### config.mk
export PLATFORM = sky130hd
export DESIGN_NAME = fadd_pipe_addsub_flat
export DESIGN_NICKNAME = d
export VERILOG_FILES = /design/src/rtl/fadd_pipe_pkg.sv /design/src/rtl/fadd_pipe_addsub_if.sv /design/src/rtl/fadd_pipe_addsub_slice.sv /design/src/rtl/fadd_pipe_addsub.sv /design/src/flat_wrapper.sv
export SDC_FILE = /design/constraint.sdc
export NUM_CORES = 1
export LEC_CHECK = 0
export ABC_AREA = 1
export CORE_MARGIN = 3
export CORE_UTILIZATION = 30
export DETAILED_ROUTE_END_ITERATION = 8
export SLEW_MARGIN = 20
export SYNTH_ARGS = -nofsm -noshare
export SYNTH_HDL_FRONTEND = slang
export SYNTH_SLANG_ARGS = --single-unit
### constraint.sdc
create_clock -name CK -period 1.75 [get_ports CK]
set_input_delay 0.2625 -clock CK [delete_from_list [all_inputs] [get_ports CK]]
set_output_delay 0.2625 -clock CK [all_outputs]
set_load 0.05 [all_outputs]
### src/rtl/fadd_pipe_pkg.sv
// Shared constants and helpers for the pipelined adder/subtractor.
package fadd_pipe_pkg;

   localparam logic ADD = 1'b1;
   localparam logic SUB = 1'b0;

   // Number of pipeline slices: ceiling of width / stage_bits
   function automatic int nst(input int width, input int stage_bits);
      return (width + stage_bits - 1) / stage_bits;
   endfunction

endpackage

### src/rtl/fadd_pipe_addsub_if.sv
// Operand / result bundle of the pipelined adder/subtractor.
// Handshake: an operation is accepted at a rising CK edge where CE=1 and
// VLD_I=1; its result is shown while VLD_O=1 and is consumed by the next
// CE=1 edge. CE=0 freezes the whole pipeline; there is no other backpressure.
interface fadd_pipe_addsub_if #(
   parameter int WIDTH = 16
);
   logic             CE;
   logic             VLD_I;
   logic             ADDSUB;
   logic             CI;
   logic [WIDTH-1:0] A;
   logic [WIDTH-1:0] B;
   logic             VLD_O;
   logic [WIDTH-1:0] S;
   logic             COUT;
   logic             OVF;

   modport master (
      output CE, VLD_I, ADDSUB, CI, A, B,
      input  VLD_O, S, COUT, OVF
   );

   modport slave (
      input  CE, VLD_I, ADDSUB, CI, A, B,
      output VLD_O, S, COUT, OVF
   );
endinterface

### src/rtl/fadd_pipe_addsub_slice.sv
// Combinational W-bit ripple adder slice; also exposes the carry into its MSB
// so the top slice can derive signed overflow.
module fadd_slice #(
   parameter int W = 2
) (
   input  logic [W-1:0] a,
   input  logic [W-1:0] b,
   input  logic         ci,
   output logic [W-1:0] s,
   output logic         co,
   output logic         c_msb_in
);
   logic c;

   // Bit-serial ripple through the slice, capturing the carry entering the MSB
   always_comb begin
      c        = ci;
      s        = '0;
      c_msb_in = 1'b0;
      for (int i = 0; i < W; i++) begin
         if (i == W - 1) c_msb_in = c;
         s[i] = a[i] ^ b[i] ^ c;
         c    = (a[i] & b[i]) | (c & (a[i] ^ b[i]));
      end
      co = c;
   end
endmodule

### src/rtl/fadd_pipe_addsub.sv
// Pipelined adder/subtractor: operands are skewed per slice, carries between
// slices are registered, and slice sums are deskewed so every bit of one
// operation leaves together, NST cycles after it was accepted.
module fadd_pipe_addsub
   import fadd_pipe_pkg::*;
#(
   parameter int WIDTH      = 16,
   parameter int STAGE_BITS = 2
) (
   input logic               CK,
   input logic               RSTN,
   fadd_pipe_addsub_if.slave bus
);
   localparam int NST = nst(WIDTH, STAGE_BITS);

   logic [NST-1:0]   vld_d, vld_q;
   logic             ci_d, ci_q;
   logic [NST-1:0]   cy_in;
   logic [WIDTH-1:0] s_out;

   // Valid shift register and registered carry-in advance only on CE
   always_comb begin
      vld_d = vld_q;
      ci_d  = ci_q;
      if (bus.CE) begin
         vld_d[0] = bus.VLD_I;
         ci_d     = bus.CI;
         for (int i = 1; i < NST; i++) vld_d[i] = vld_q[i-1];
      end
   end

   // Valid and carry-in flops, cleared asynchronously
   always_ff @(posedge CK or negedge RSTN) begin
      if (!RSTN) begin
         vld_q <= '0;
         ci_q  <= 1'b0;
      end else begin
         vld_q <= vld_d;
         ci_q  <= ci_d;
      end
   end

   assign cy_in[0]  = ci_q;
   assign bus.VLD_O = vld_q[NST-1];
   assign bus.S     = s_out;

   for (genvar k = 0; k < NST; k++) begin : g_sl
      localparam int LO = k * STAGE_BITS;
      localparam int W  = (WIDTH - LO < STAGE_BITS) ? (WIDTH - LO) : STAGE_BITS;

      logic [W-1:0] a_sk_d [k+1];
      logic [W-1:0] a_sk_q [k+1];
      logic [W-1:0] b_sk_d [k+1];
      logic [W-1:0] b_sk_q [k+1];
      logic [W-1:0] s_sl;
      logic         co;
      logic         c_msb_in;

      // Input skew: B is inverted for subtract as it enters, then both operands
      // are delayed k cycles to meet the carry from the slice below
      always_comb begin
         a_sk_d = a_sk_q;
         b_sk_d = b_sk_q;
         if (bus.CE) begin
            a_sk_d[0] = bus.A[LO +: W];
            b_sk_d[0] = (bus.ADDSUB == ADD) ? bus.B[LO +: W] : ~bus.B[LO +: W];
            for (int j = 1; j <= k; j++) begin
               a_sk_d[j] = a_sk_q[j-1];
               b_sk_d[j] = b_sk_q[j-1];
            end
         end
      end

      // Skew flops, cleared asynchronously
      always_ff @(posedge CK or negedge RSTN) begin
         if (!RSTN) begin
            for (int j = 0; j <= k; j++) begin
               a_sk_q[j] <= '0;
               b_sk_q[j] <= '0;
            end
         end else begin
            a_sk_q <= a_sk_d;
            b_sk_q <= b_sk_d;
         end
      end

      fadd_slice #(.W(W)) u_slice (
         .a        (a_sk_q[k]),
         .b        (b_sk_q[k]),
         .ci       (cy_in[k]),
         .s        (s_sl),
         .co       (co),
         .c_msb_in (c_msb_in)
      );

      if (k == NST - 1) begin : g_last
         assign s_out[LO +: W] = s_sl;
         assign bus.COUT       = co;
         assign bus.OVF        = co ^ c_msb_in;
      end else begin : g_mid
         localparam int D = NST - 1 - k;

         logic         co_d, co_q;
         logic [W-1:0] s_dk_d [D];
         logic [W-1:0] s_dk_q [D];
         logic         unused_c_msb;

         assign unused_c_msb   = c_msb_in;
         assign cy_in[k+1]     = co_q;
         assign s_out[LO +: W] = s_dk_q[D-1];

         // Inter-slice carry register and output deskew chain, both held by CE
         always_comb begin
            co_d   = co_q;
            s_dk_d = s_dk_q;
            if (bus.CE) begin
               co_d      = co;
               s_dk_d[0] = s_sl;
               for (int j = 1; j < D; j++) s_dk_d[j] = s_dk_q[j-1];
            end
         end

         // Carry and deskew flops, cleared asynchronously
         always_ff @(posedge CK or negedge RSTN) begin
            if (!RSTN) begin
               co_q <= 1'b0;
               for (int j = 0; j < D; j++) s_dk_q[j] <= '0;
            end else begin
               co_q   <= co_d;
               s_dk_q <= s_dk_d;
            end
         end
      end
   end
endmodule

### src/flat_wrapper.sv
// flat-port wrapper written by rule: the top's interface ports become plain ports
module fadd_pipe_addsub_flat import fadd_pipe_pkg::*;
#(
   parameter int WIDTH      = 16,
   parameter int STAGE_BITS = 2
)
  (CK, RSTN, bus_CE, bus_VLD_I, bus_ADDSUB, bus_CI, bus_A, bus_B, bus_VLD_O, bus_S, bus_COUT, bus_OVF);
  fadd_pipe_addsub_if #(.WIDTH(WIDTH)) bus_i ();
  input logic CK;
  input logic RSTN;
  input wire logic [$bits(bus_i.CE)-1:0] bus_CE;
  input wire logic [$bits(bus_i.VLD_I)-1:0] bus_VLD_I;
  input wire logic [$bits(bus_i.ADDSUB)-1:0] bus_ADDSUB;
  input wire logic [$bits(bus_i.CI)-1:0] bus_CI;
  input wire logic [$bits(bus_i.A)-1:0] bus_A;
  input wire logic [$bits(bus_i.B)-1:0] bus_B;
  output wire logic [$bits(bus_i.VLD_O)-1:0] bus_VLD_O;
  output wire logic [$bits(bus_i.S)-1:0] bus_S;
  output wire logic [$bits(bus_i.COUT)-1:0] bus_COUT;
  output wire logic [$bits(bus_i.OVF)-1:0] bus_OVF;
  assign bus_i.CE = bus_CE;
  assign bus_i.VLD_I = bus_VLD_I;
  assign bus_i.ADDSUB = bus_ADDSUB;
  assign bus_i.CI = bus_CI;
  assign bus_i.A = bus_A;
  assign bus_i.B = bus_B;
  assign bus_VLD_O = bus_i.VLD_O;
  assign bus_S = bus_i.S;
  assign bus_COUT = bus_i.COUT;
  assign bus_OVF = bus_i.OVF;
  fadd_pipe_addsub #(.WIDTH(WIDTH), .STAGE_BITS(STAGE_BITS)) u_core (.CK(CK), .RSTN(RSTN), .bus(bus_i));
endmodule
# ---- Word-level counts from Yosys, hierarchy flattened
# Cells that the tools add are included.
# W data, S select, Z words.
dict set report word_totals {
  regBits 216
  in_bits 38
}
dict set report op_classes {
  muxes 8
  n_bitwise 89
}
# operator count
set op_table {}
lappend op_table {{$xor A1 B1 Y1} 33}
lappend op_table {{$and A1 B1 Y1} 32}
lappend op_table {{$mux W2} 8}
lappend op_table {{$not A2 Y2} 8}
lappend op_table {{$or A1 B1 Y1} 16}

# ---- Depth between registers and ports, before layout
# Gate-level depths: netlist (run 1).
dict set report logic_depth {
  ltp_word 6
  depth_mapped 6
}

# ---- Hierarchy
# A second synthesis (run 1) with hierarchy kept.
dict set report hier_totals {
  hier_cells 984
  hier_area_um2 8798.4
}
# module instances cells_each area_per_inst_um2
set by_module_without_submodules {}
lappend by_module_without_submodules {fadd_pipe_addsub 1 968 8478.1}
lappend by_module_without_submodules {fadd_slice 8 2 40.0}

# ---- Worst setup path after synthesis (run 1)
# Ideal clock, no wire load.
dict set report synth_timing {
  path_type {register to output}
  start {register u_core.g_sl[7].b_sk_q[0] (netlist bit)}
  end {output bus_OVF}
  arrival_ps 1987
  setup_slack_ps -500
  path_stages_with_launch 5
  n_path_buf 0
  path_cell_list {dfrtp_1 -> inv_1 -> fa_1 -> fa_1 -> xor2_1}
}
dict set report synth_via {
  elab_chain_cells 6
  elab_cells_between_ends 7
  cone_classes {bitwise: 7}
}
# item line
set synth_rtl {}
lappend synth_rtl {{start: declaration} fadd_pipe_addsub.sv:54} ;# logic [W-1:0] b_sk_q [k+1];
lappend synth_rtl {{start signal: assignment} fadd_pipe_addsub.sv:83} ;# b_sk_q <= b_sk_d;
lappend synth_rtl {{$xor A1 B1 Y1} fadd_pipe_addsub_slice.sv:23} ;# c = (a[i] & b[i]) | (c & (a[i] ^ b[i]));
lappend synth_rtl {{$and A1 B1 Y1} fadd_pipe_addsub_slice.sv:23}
lappend synth_rtl {{$or A1 B1 Y1 (*)} fadd_pipe_addsub_slice.sv:23}
lappend synth_rtl {{$and A1 B1 Y1} fadd_pipe_addsub_slice.sv:23}
lappend synth_rtl {{$or A1 B1 Y1} fadd_pipe_addsub_slice.sv:23}
lappend synth_rtl {{$xor A1 B1 Y1 (*)} fadd_pipe_addsub.sv:99} ;# assign bus.OVF = co ^ c_msb_in;
lappend synth_rtl {{end: declaration} flat_wrapper.sv:20} ;# output wire logic [$bits(bus_i.OVF)-1:0] bus_OVF;
# Every way passes the cells marked *; elsewhere a longest branch is shown, timed or not.

# ---- Worst setup path after layout (run 1)
# Same ends and word-level chain as after synthesis.

==> results of run 1 <==
metal layers:
metal | track usage, % | wire [microns] | share of wire [%] | up-vias
met5 | 0 | 0 | 0 | -
met4 | 2.13 | 283 | 1.8 | 0
met3 | 2.06 | 583 | 3.7 | 25
met2 | 17.1 | 7230 | 46 | 73
met1 | 14.7 | 7560 | 48 | 2686
li1 | - | - | - | 2891
area by class of cell:
cell class                 count  area (sq um)
multi-input combinational    531          2540
fill                        2956         18500
timing repair buffer          69           772
clock buffer                  32           691
tap                          384           480
inverter                     118           448
sequential                   216          5410
clock inverter                12           106
state kept, by name, indices dropped and copies added, names as in the netlist:
register                  cells
u_core.ci_q                   1
u_core.g_sl.g_mid.co_q        7
u_core.g_sl.a_sk_q           72
u_core.bus.S                 12
u_core.g_sl.g_mid.s_dk_q     44
u_core.g_sl.b_sk_q           72
u_core.vld_q                  8
how the worst min path moves through the flow:
stage | slack (ps) | cells past startpoint | end
5_1_grt | 120 | 3 | u_core.g_sl[7].b_sk_q[9]
4_1_cts | 110 | 3 | u_core.g_sl[7].b_sk_q[7]
6_report | 120 | 3 | u_core.g_sl[7].b_sk_q[9]
3_3_place_gp | 170 | 1 | u_core.g_sl[7].a_sk_q[11]
3_5_place_dp | 180 | 1 | u_core.g_sl[6].a_sk_q[13]
2_1_floorplan | -30 | 0 | u_core.bus.S[0]
per-stage QoR:
| stage | setup TNS [ps] | instances | area (sq um) | hold WS, ps |
|---|---|---|---|---|
| after floorplan | -165 | 927 | 8900 | -33.1 |
| after global routing | -1950 | 1362 | 10400 | 123 |
| after detailed placement | -40.5 | 1316 | 9640 | 175 |
| final | -1600 | 1362 | 10400 | 125 |
| after global placement | -2.38 | 1316 | 9640 | 174 |
| after CTS | -1710 | 1362 | 10400 | 110 |
what timing repair did:
item / 4_1_cts / 5_1_grt
endpoints found under the setup margin: 6 / 4
hold endpoints to repair: 71 / 0
hold buffers: 1 / 0
resized for setup: 5 / 0
setup buffers: 1 / 0
cells in the final DEF (no fill, tap or decap), drive strengths merged:
| cell type | n |
|---|---|
| nand2 | 332 |
| dfrtp | 216 |
| o21ai | 166 |
| inv | 119 |
| clkdlybuf4s50 | 35 |
| clkbuf | 32 |
| buf | 31 |
| nand3 | 16 |
| fa | 16 |
| clkinv | 9 |
| dlygate4sd2 | 2 |
| xor2 | 1 |
| bufinv | 1 |
| clkinvlp | 1 |
| dlygate4sd3 | 1 |
kinds of logic after synthesis:
group                    Yosys count
XOR/XNOR                           1
buffers and inverters            180
flip-flops                       216
AND/OR/NAND/NOR                  348
adder cells (fa/ha/maj)           16
AO/OA/AOI/OAI                    166
power breakdown:
group          internal, mW  total, mW  switching, mW  leakage [nW]
Combinational         0.761       2.10           1.34          1.86
Sequential             5.81       6.16          0.351          2.74
Clock                  2.94       4.93           1.99         0.398
worst reg2reg max path: cells and delay by family, from the launching register on:
kind            cells  cell delay (ps)
fa+ha+maj           2              920
flops               1              340
buf+inv             1               70
compound gates      1               70
==> summary.txt, run 1 <==
Outcome: complete, but fails checks
Failing checks: setup timing
Layout Utilization: 36.1%
Clk pin slew, worst setup/hold paths: 60 ps
Die W: 178 microns
Detail Route Antenna Nets: 0
Worst Setup EP: bus_OVF
Total global routing overflow: 0
Layout cell share with drive strength beyond 1: 9.10%
Most frequent CP cell: fa_2
Adder-cell share of the synthesized area: 3.61%
Starting Density: 30.7%
P_leak: 4.99 nW
Min-Delay Path Class: in -> reg
Vias in the first global route: 5,833
Setup slack after placement: -27.8 ps
Site Rows: 62
Count leader, synth: nand2_1
Worst r2r path cells: 4
Die Y: 178 microns
CP Depth: 5
Worst Tran Pin Value: 484 ps
Worst Path Max Fanout: 2
Placer congestion estimate: 0.717
Most area-hungry cell type in the Yosys netlist: dfrtp_1
Slowest CP cell: fa_2
DRC violations left: 0
Die area: 31,700 sq um
Reg2reg end: u_core.g_sl[5].g_mid.s_dk_q[3]
Synth top cells by count: 332 x nand2_1, 216 x dfrtp_1, 155 x o21ai_0, 117 x inv_1, 16 x fa_1
Antenna cells: 0
WP data required: 1490 ps
Antenna violations before repair: 0
Compound-cell area share of the yosys netlist: 9.70%
Setup violators final: 4
Slew margin rel.: 67.9%
Synth area leaders: dfrtp_1 61%, nand2_1 14%, o21ai_0 8.7%
#FFs+latches synth: 216
Period Utilization, post-route: 130%
NumNets Final: 1,014
Critical Path Max Stage Delay: 400 ps
Hold Path Origin: bus_CE
CTS Sinks: 216
Clock latency at the later pin of the worst-skew pair: 510 ps
Final slew viol count: 0
RSZ-0062 raised after global routing: true
Mux contribution to synthesized area: 0%
Iter 0 DRT Violations: 456
Boundary Pins: 57
Synth Flop Type: dfrtp_1
Pin count of the biggest net entering global routing: 104
Mapped Cells: 927
Pwr/cell area: 1260 nW/um^2
CP delay by family, top: adder cells
Global-route wire length before repair: 28.0 mm
Syn_nets: 981
Register area share after synthesis: 60.9%
Worst Setup SP: u_core.g_sl[7].b_sk_q[0]
FF-to-FF setup slack: 220 ps
Synth warnings: 0
Final Critical Period: 2270 ps
H-tree Lvls: 1
Drt wl/cell: 11.5 microns
Worst R2R Start: u_core.g_sl[5].b_sk_q[0]
Vias per cell: 4.17
Layout area overhead: 17.7%
Tot Pwr: 13.2 mW
Global Route Usage Sum: 10.5%
Worst EP arrival: 2010 ps
Count of cell types in the netlist: 18
CTS tree: built
Clock buffer depth: 3
EDFF count, synth: 0
Worst Setup Start Kind: flop
Via count: 5,675
CP Capture Type: output port
Initial DRT Pass Iterations: 4
Fin Clk Skew: 9.84 ps
Final HPWL DP: 9.65 mm
Peak VDD IR: 0.000876 V
CP cell instances: inv_2 -> fa_2 -> fa_2 -> xor2_4 -> buf_12
Core ar.: 28,900 sq um
Ys async rst share: 100%
Final WL: 15.7 mm
Largest family of logic cells by synthesized area: simple AND/OR/NAND/NOR gates
Synthesized area: 8880 sq um
Synth Area in Simple Gates: 15.0%
F_max: 441 MHz
Hold Fails Final Rpt: 0
Post-Synth XOR/XNOR Area: 0.0987%
Synth Area per Inst: 9.58 sq um
Max-Cap Viols: 0
Critical path type: reg -> out
Final Worst Setup Slack: -519 ps
Area share of the largest cell type after synthesis: 60.9%
CTS root buf: clkbuf_16
WP buf/inv: 2
Port Buffers: 56
Total CTS buffers: 24
Note: power is estimated with default switching activity, not from simulation.
==> inputs of run 2 (changes only) <==
GPL_ROUTABILITY_DRIVEN = 0   (was unset)
==> results of run 2 <==
Same layout as run 1: the final DEF is identical, and so are final timing and power.
==> inputs of run 3 (changes only) <==
GPL_TIMING_DRIVEN = 0   (was unset)
==> summary.txt, run 3 (same netlist as run 1, synthesis figures left out) <==
Outcome: complete, but fails checks
Failing checks: setup timing
Final WL: 19.5 mm (+25%)
FF-to-FF setup slack: 110 ps (-110 ps)
Worst Setup Start Kind: flop
Slowest CP cell: fa_2
Top flop regs: u_core.g_sl.a_sk_q x72, u_core.g_sl.b_sk_q x72, u_core.g_sl.g_mid.s_dk_q x44
P_leak: 5.17 nW (+3.4%)
Worst r2r path cells: 4 (unchanged)
Antenna violations before repair: 0 (unchanged)
Worst Path Max Fanout: 2 (unchanged)
Hold path cells: 4 (+1)
Peak VDD IR: 0.000662 V (-24%)
Final HPWL DP: 13.3 mm (+38%)
Site Rows: 62 (unchanged)
Global Route Usage Sum: 12.8% (+2.3 points)
Slew margin rel.: 58.5% (-9.3 points)
Die area: 31,700 sq um (unchanged)
WP data required: 1490 ps (about the same)
RSZ-0062 raised after global routing: true
CP delay by family, top: adder cells
Drt wl/cell: 13.8 microns (+20%)
DRC violations left: 0 (unchanged)
Clock latency at the later pin of the worst-skew pair: 510 ps (about the same)
Met3 routed WL: 931 microns (+60%)
Hold Path Origin: bus_ADDSUB
Layout cell share with drive strength beyond 1: 11.6% (+2.5 points)
CTS tree: built
CP cell instances: inv_2 -> fa_2 -> fa_2 -> xor2_4 -> buf_6
H-tree Lvls: 1 (unchanged)
Total CTS buffers: 23 (-4.2%)
Most common cell after layout, fill and taps aside: nand2_1
Port Buffers: 55 (-1.8%)
Met1 WL: 9.64 mm (+27%)
Hold path endpoint: u_core.g_sl[5].b_sk_q[10]
Pwr/cell area: 1230 nW/um^2 (-2.6%)
Core ar.: 28,900 sq um (unchanged)
F_max: 441 MHz (about the same)
Initial DRT Pass Iterations: 5 (+1)
Global-route wire length before repair: 32.5 mm (+16%)
DR top layer: met4
CP Capture Type: output port
Clk pin slew, worst setup/hold paths: 60 ps (about the same)
CTS Sinks: 216 (unchanged)
Most frequent CP cell: fa_2
Final Worst Setup Slack: -519 ps (-0.00200 ps)
Iter 0 DRT Violations: 368 (-19%)
WP buf/inv: 2 (unchanged)
Final slew viol count: 0 (unchanged)
Critical path type: reg -> out
Clock buffer depth: 3 (unchanged)
Detail Route Antenna Nets: 0 (unchanged)
Die Y: 178 microns (unchanged)
Max-Cap Viols: 0 (unchanged)
Hold Fails Final Rpt: 0 (unchanged)
Setup violators final: 4 (unchanged)
Period Utilization, post-route: 130% (about the same)
Worst R2R Start: u_core.g_sl[3].g_mid.co_q
Fin Clk Skew: 17.0 ps (+7.20 ps)
Min-Delay Path Class: in -> reg
Worst Tran Pin Value: 622 ps (+138 ps)
Setup slack after placement: -724 ps (-696 ps)
Most frequent cells in the layout: 332 x nand2_1, 216 x dfrtp_1, 155 x o21ai_0
Starting Density: 30.7% (unchanged)
Pin count of the biggest net entering global routing: 78 (-25%)
WL met2: 8.64 mm (+20%)
Vias in the first global route: 6,113 (+4.8%)
CTS root buf: clkbuf_16
Layout area overhead: 21.1%
Min Hold Slack: 116 ps (-8.97 ps)
Total global routing overflow: 0 (unchanged)
Worst EP arrival: 2010 ps (about the same)
CP Depth: 5 (unchanged)
Boundary Pins: 57 (unchanged)
NumNets Final: 1,065 (+5.0%)
Die W: 178 microns (unchanged)
Critical Path Max Stage Delay: 400 ps (about the same)
Reg2reg end: u_core.g_sl[4].g_mid.s_dk_q[5]
Final Critical Period: 2270 ps (+0.00200 ps)
Via count: 6,110 (+7.7%)
Vias per cell: 4.33 (+3.9%)
-- run 3: changes by cell type in the layout (fill, tap and decap cells not counted), sizes merged, moves of 6 or more --
cell	before	now
buf	31	55
clkbuf	32	53
clkinv	9	3
clkdlybuf4s15	0	8
-- run 3: metal layers --
layer	vias to the layer above	GRT usage [%]
met4	0	2.91
li1	2995	-
met3	27	1.98
met5	-	0
met1	2961	19.4
met2	127	19.2
-- run 3: power by group --
part           switching (mW)  internal (mW)  leakage (nW)
logic                    1.41          0.818          2.06
clock network            1.90           2.92         0.371
registers               0.369           5.81          2.74
total                    3.67           9.55          5.17
-- run 3: area by class of cell --
cell class              instances  area, sq um
fillers                      2883        18200
plain buffers                  62          508
inverters                     118          443
diodes                          1         2.50
repair buffers                 59          618
well taps                     384          480
clock buffers                  34          667
clock inverters                 6         83.8
multi-input cells             531         2540
flip-flops and latches        216         5410
-- run 3: worst min-delay path, stage by stage --
cell	delay, ps
buf_2	140
nand2_1	70
nand3_1	70
nand2_1	50
-- run 3: what timing repair did --
action / 4_1_cts / 5_1_grt
pin swaps: 2 / 1
setup buffers: 1 / 0
hold endpoints to repair: 68 / 0
cloned: 0 / 0
gates resized for setup: 65 / 5
setup endpoints to repair: 19 / 8
hold buffers: 1 / 0
-- run 3: worst max path at each step --
stage	from	endpoint	slack (ps)
floorplan	u_core.g_sl[7].b_sk_q[0]	bus_OVF	-70
global placement	RSTN	u_core.g_sl[5].b_sk_q[10]	-8710
detailed placement	u_core.g_sl[7].b_sk_q[0]	bus_OVF	-720
CTS	u_core.g_sl[6].g_mid.co_q	bus_OVF	-570
global route	u_core.g_sl[6].g_mid.co_q	bus_OVF	-600
finish	u_core.g_sl[6].g_mid.co_q	bus_OVF	-520
-- run 3: stage by stage --
stage | instance area, sq um | utilization (%) | instances | total power, mW | setup TNS, ps
2_1_floorplan | 8900 | - | 927 | 7.69 | -165
3_3_place_gp | 9930 | 34.3 | 1366 | 8.49 | -1880320
3_5_place_dp | 9990 | 34.5 | 1368 | 8.57 | -3180
4_1_cts | 10800 | 37.2 | 1410 | 13.4 | -1790
5_1_grt | 10800 | 37.2 | 1410 | 13.9 | -1860
6_report | 10800 | 37.2 | 1411 | 13.2 | -1620
